`config.mk`:
```
export PLATFORM = sky130hd
export DESIGN_NAME = decimation_sequencer
export DESIGN_NICKNAME = d
export VERILOG_FILES = /design/src/rtl/decimation_sequencer.sv
export SDC_FILE = /design/constraint.sdc
export NUM_CORES = 1
export LEC_CHECK = 0
export BUFFER_PORTS_ARGS = -buffer_cell sky130_fd_sc_hd__buf_2
export CAP_MARGIN = 15
export CORE_AREA = 2 2 102 104
export CTS_CLUSTER_SIZE = 10
export DETAILED_ROUTE_END_ITERATION = 6
export DIE_AREA = 0 0 104 106
export GPL_ROUTABILITY_DRIVEN = 0
export MAX_ROUTING_LAYER = met4
export PLACE_DENSITY_LB_ADDON = 0.3
export SLEW_MARGIN = 20
export SYNTH_ARGS = -nofsm -noshare
export SYNTH_HDL_FRONTEND = slang
export SYNTH_SLANG_ARGS = --single-unit
```
`constraint.sdc`:
```
create_clock -name clk -period 3.1 [get_ports clk]
set_input_delay 0.62 -clock clk [delete_from_list [all_inputs] [get_ports clk]]
set_output_delay 0.62 -clock clk [all_outputs]
set_load 0.05 [all_outputs]
```
`src/rtl/decimation_sequencer.sv`:
```
// Decimation timing generator: one-cycle write strobe every N+1 clocks while armed,
// with a trailing clock-enable copy, window-start marker, peak-detect select and counted stop.
module decimation_sequencer #(
  parameter int CNT_W  = 24,
  parameter int SCNT_W = 18
) (
  input  logic              clk,
  input  logic              rst_n,
  input  logic [CNT_W-1:0]  dec_in,
  input  logic [SCNT_W-1:0] samples,
  input  logic              peak_mode,
  input  logic              start,
  output logic              en,
  output logic              clk_en,
  output logic              win_first,
  output logic              minmax_sel,
  output logic              busy,
  output logic              done,
  output logic [SCNT_W-1:0] strobe_cnt
);

  typedef enum logic [1:0] {
    ST_IDLE,
    ST_RUN,
    ST_DONE
  } state_t;

  localparam logic [CNT_W-1:0]  CNT_ONE  = 1;
  localparam logic [SCNT_W-1:0] SCNT_ONE = 1;

  state_t            state, next_state;
  logic [CNT_W-1:0]  dec_cnt, next_dec_cnt;
  logic [CNT_W-1:0]  cfg_n, next_cfg_n;
  logic [SCNT_W-1:0] cfg_samples, next_cfg_samples;
  logic              cfg_peak, next_cfg_peak;
  logic              next_en, next_clk_en, next_win_first, next_minmax_sel;
  logic              next_busy, next_done;
  logic [SCNT_W-1:0] next_strobe_cnt;
  logic [SCNT_W-1:0] strobe_inc;

  assign strobe_inc = strobe_cnt + SCNT_ONE;

  // Next-state and next-output logic; configuration is frozen once RUN is entered.
  always_comb begin
    next_state       = state;
    next_dec_cnt     = dec_cnt;
    next_cfg_n       = cfg_n;
    next_cfg_samples = cfg_samples;
    next_cfg_peak    = cfg_peak;
    next_en          = 1'b0;
    next_clk_en      = en;
    next_win_first   = 1'b0;
    next_minmax_sel  = minmax_sel;
    next_busy        = busy;
    next_done        = done;
    next_strobe_cnt  = strobe_cnt;

    case (state)
      ST_IDLE: begin
        next_cfg_n       = dec_in;
        next_cfg_samples = samples;
        next_cfg_peak    = peak_mode;
        next_dec_cnt     = dec_in;
        next_strobe_cnt  = '0;
        next_minmax_sel  = 1'b0;
        next_done        = 1'b0;
        next_busy        = start;
        next_win_first   = start;
        if (start) begin
          next_state = ST_RUN;
        end
      end

      ST_RUN: begin
        if (cfg_peak && en) begin
          next_minmax_sel = ~minmax_sel;
        end
        // Abort takes priority over a strobe that would fall on the same edge.
        if (!start) begin
          next_state = ST_IDLE;
          next_busy  = 1'b0;
        end else if (dec_cnt == '0) begin
          next_dec_cnt    = cfg_n;
          next_en         = 1'b1;
          next_strobe_cnt = strobe_inc;
          if ((cfg_samples != '0) && (strobe_inc == cfg_samples)) begin
            next_state = ST_DONE;
            next_busy  = 1'b0;
            next_done  = 1'b1;
          end else begin
            next_win_first = 1'b1;
          end
        end else begin
          next_dec_cnt = dec_cnt - CNT_ONE;
        end
      end

      ST_DONE: begin
        next_busy = 1'b0;
        next_done = 1'b1;
        if (!start) begin
          next_state = ST_IDLE;
          next_done  = 1'b0;
        end
      end

      default: begin
        next_state = ST_IDLE;
      end
    endcase
  end

  always_ff @(posedge clk or negedge rst_n) begin
    if (!rst_n) begin
      state       <= ST_IDLE;
      dec_cnt     <= '0;
      cfg_n       <= '0;
      cfg_samples <= '0;
      cfg_peak    <= 1'b0;
      en          <= 1'b0;
      clk_en      <= 1'b0;
      win_first   <= 1'b0;
      minmax_sel  <= 1'b0;
      busy        <= 1'b0;
      done        <= 1'b0;
      strobe_cnt  <= '0;
    end else begin
      state       <= next_state;
      dec_cnt     <= next_dec_cnt;
      cfg_n       <= next_cfg_n;
      cfg_samples <= next_cfg_samples;
      cfg_peak    <= next_cfg_peak;
      en          <= next_en;
      clk_en      <= next_clk_en;
      win_first   <= next_win_first;
      minmax_sel  <= next_minmax_sel;
      busy        <= next_busy;
      done        <= next_done;
      strobe_cnt  <= next_strobe_cnt;
    end
  end

endmodule

```
==> impl_metrics.toml <==
[outcome]
outcome = "completed"

[clocking]
clock_latency_ns = 0.36
htreeDepth = 3
clock-sinks = 93
root_buffer = "clkbuf_8"
cts_tree = "built"
cts_made_buffers = 9
clkTransAtPathRegs_ns = 0.09
cts_buffer_depth = 2

[setup_path]
critPathRequiredTime_ns = 3.35
critPathSlowestCell = "or4_4"
cp-end-kind = "flip-flop"
cpPeakStageDelay_ns = 0.62
cp_top_family = "simple AND/OR/NAND/NOR gates"
reg2reg_depth = 7
crit_path_start_kind = "flip-flop"
critical_path_class = "flip-flop to flip-flop"
worstReg2RegEnd = "done"
ff2ff_setup_slack_ns = 0.17
reg2reg_from = "strobe_cnt[5]"
cp_max_fo = 9
path_buf_inv = 0
cp.arrival_ns = 3.18
crit_chain = "nand3_1 -> or4_4 -> a2111oi_4 -> o22ai_1 -> or3b_4 -> or2_0 -> a311o_1"

[synth]
syn_area_per_cell_um2 = 9.29
async_flop_share_pct = 100
synth_edf_count = 0
ys_ff_latch = 93
synth-seq-area-share_pct = 43.3
syn_inst = 578
yosys_warnings = 0
ys_types = 60
synth_area_um2 = 5370
synth_fp_nets = 630
synthFlopType = "dfrtp_1"

[global_route]
antenna_found_initial = 0
overflow = 0
groute.usage.overall_pct = 26.5
grt_pass1_vias = 4648
grt_pass1_wl_um = 23000
grt_max_degree = 64

[die]
io_pins = 70
die_area_um2 = 11000
num_rows = 37
dieWidth_um = 104
start_util_pct = 53.7
core_um2 = 10000
die_y_um = 106

[layout]
fin_nets = 700
n_antenna_cell = 0
stdcell_count = 789
area_delta_synth_final_pct = 15.4
seqCellArea_um2 = 2330
layout-drive-gt1-share_pct = 24.3
multi_input_area_um2 = 2860
fillers = 883

[power_and_ir_drop]
pwr-share-comb_pct = 37.7
intPower_mw = 3.07
finalPower_mw = 4.96
pwr-share-seq_pct = 42.8
p_clk_share_pct = 19.5
power_density_nw_per_um2 = 801
worst_ir_drop_vdd_v = 0.000451
p_leak_nw = 2.59
power.share.switching_pct = 38.2
p_switching_mw = 1.90

[sta]
slew_violations = 0
relSlewSlack_pct = 48.1
fin_hold_ws_ns = 0.310
period_needed_ns = 2.93
fin_skew_ns = 0.00952
setup_violations = 0
rsz0062_at_grt = "no"
final.setup.worst_slack_ns = 0.167
worstMarginPinSlew_ns = 0.778
hold_violations = 0
fmax_mhz = 341
tns_ns = 0
min_period_over_period_pct = 94.6

[detailed_routing]
dr.pass1.iters = 7
antenna_left = 0
vias = 4804
drt_wl_total_um = 13700
drc = 0
drtIter0Drc = 335
vias_per_cell = 6.09
wl_per_cell_um = 17.4

[place]
dp_hpwl_um = 9400
portBuffers = 69
dp.cells = 770
post-place-ws_ns = 0.0653

[job]
maxCapViolCount = 0

[hold_path]
hold_class = "input port to async pin"
power by group through the flow:
stage,Sequential [mW],Combinational [mW],Clock [mW]
6_report,2.12,1.87,0.967
5_1_grt,2.19,2.08,1.04
4_1_cts,2.11,1.87,0.983
3_5_place_dp,2.13,1.86,0
3_3_place_gp,2.12,1.80,0
2_1_floorplan,2.03,1.40,0
per-layer routing:
metal | vias up | GRT usage [%] | routed length (um)
met2 | 174 | 43.3 | 6820
met5 | - | - | 0
li1 | 2275 | - | -
met1 | 2314 | 33.0 | 5800
met3 | 41 | 4.66 | 679
met4 | 0 | 10.8 | 439
through the flow:
step           area (um^2)  util (%)
6_report              6190      61.9
3_5_place_dp          5930      59.3
4_1_cts               6160      61.6
2_1_floorplan         5370         -
3_3_place_gp          5930      59.3
5_1_grt               6190      61.9
kinds of logic after synthesis:
family	share of synthesized area (%)
AND/OR/NAND/NOR	19.2
AO/OA/AOI/OAI	18.1
flip-flops	43.3
buffers and inverters	3.75
multiplexers	10.3
XOR/XNOR	3.92
adder cells (fa/ha/maj)	1.40
cell usage in the layout, fill, tap and decap left out, types with 9 or more instances in the layout:
| cell | Yosys | final |
|---|---|---|
| buf_2 | 7 | 68 |
| nor2_1 | 35 | 35 |
| a31oi_1 | 12 | 12 |
| a21oi_1 | 27 | 27 |
| xnor2_1 | 16 | 16 |
| buf_4 | 0 | 25 |
| inv_1 | 16 | 16 |
| o31ai_1 | 9 | 9 |
| nand3_1 | 12 | 12 |
| dfrtp_1 | 93 | 92 |
| nand4_1 | 11 | 11 |
| nor3_1 | 19 | 18 |
| nand2_1 | 60 | 60 |
| nor4_1 | 12 | 11 |
| o22ai_1 | 9 | 9 |
| mux2_2 | 41 | 41 |
| o21ai_0 | 61 | 61 |
| clkbuf_8 | 0 | 9 |
| mux2i_1 | 9 | 9 |
registers in the layout, indices dropped and copies added, names as in the netlist:
| signal | cells |
|---|---|
| cfg_samples | 18 |
| clk_en | 1 |
| done | 1 |
| busy | 1 |
| win_first | 1 |
| cfg_peak | 1 |
| dec_cnt | 24 |
| minmax_sel | 1 |
| state | 2 |
| cfg_n | 24 |
| en | 1 |
| strobe_cnt | 18 |
cell type report:
| class | count | share of cell area [%] |
|---|---|---|
| clock inverter | 4 | 1.58 |
| multi-input combinational | 434 | 46.1 |
| clock buffer | 12 | 2.18 |
| sequential | 93 | 37.6 |
| tap | 136 | 2.75 |
| inverter | 16 | 0.970 |
| timing repair buffer | 94 | 8.85 |
cells in the mapped netlist, drive strengths merged, types with 8 or more instances:
cell    count  share of area, %
mux2i       9               1.7
xor2        8               1.3
dfrtp      93                43
o21ai      61               5.7
xnor2      16               2.6
buf         9              0.79
nor2b       8              0.93
nor3       19               1.8
mux2       41               8.6
nand3      12               1.1
clkbuf     26               1.8
nand4      12               1.7
nor2       35               2.4
nor4       13               1.6
a31oi      12               1.4
o22ai       9               1.0
inv        16               1.1
a21oi      27               2.5
o31ai       9               1.3
nand2      60               4.2
repair_timing:
| item | CTS | global route |
|---|---|---|
| setup endpoints to repair | 3 | 4 |
| setup buffers | 0 | 3 |
| hold buffers | 0 | 0 |
| gates resized for setup | 1 | 2 |
| pin swaps | 0 | 1 |
worst max path at each step:
stage                     slack [ns]    to  cells after the start           from
final                           0.17  done                      7  strobe_cnt[5]
after detailed placement        0.07  busy                      7  strobe_cnt[5]
after CTS                       0.03  done                      8  strobe_cnt[1]
after global placement          0.11  busy                      7  strobe_cnt[5]
after global routing            0.03  busy                      7  strobe_cnt[5]
after floorplan                 0.02  busy                      9  strobe_cnt[1]
(Power assumes the default switching activity.)
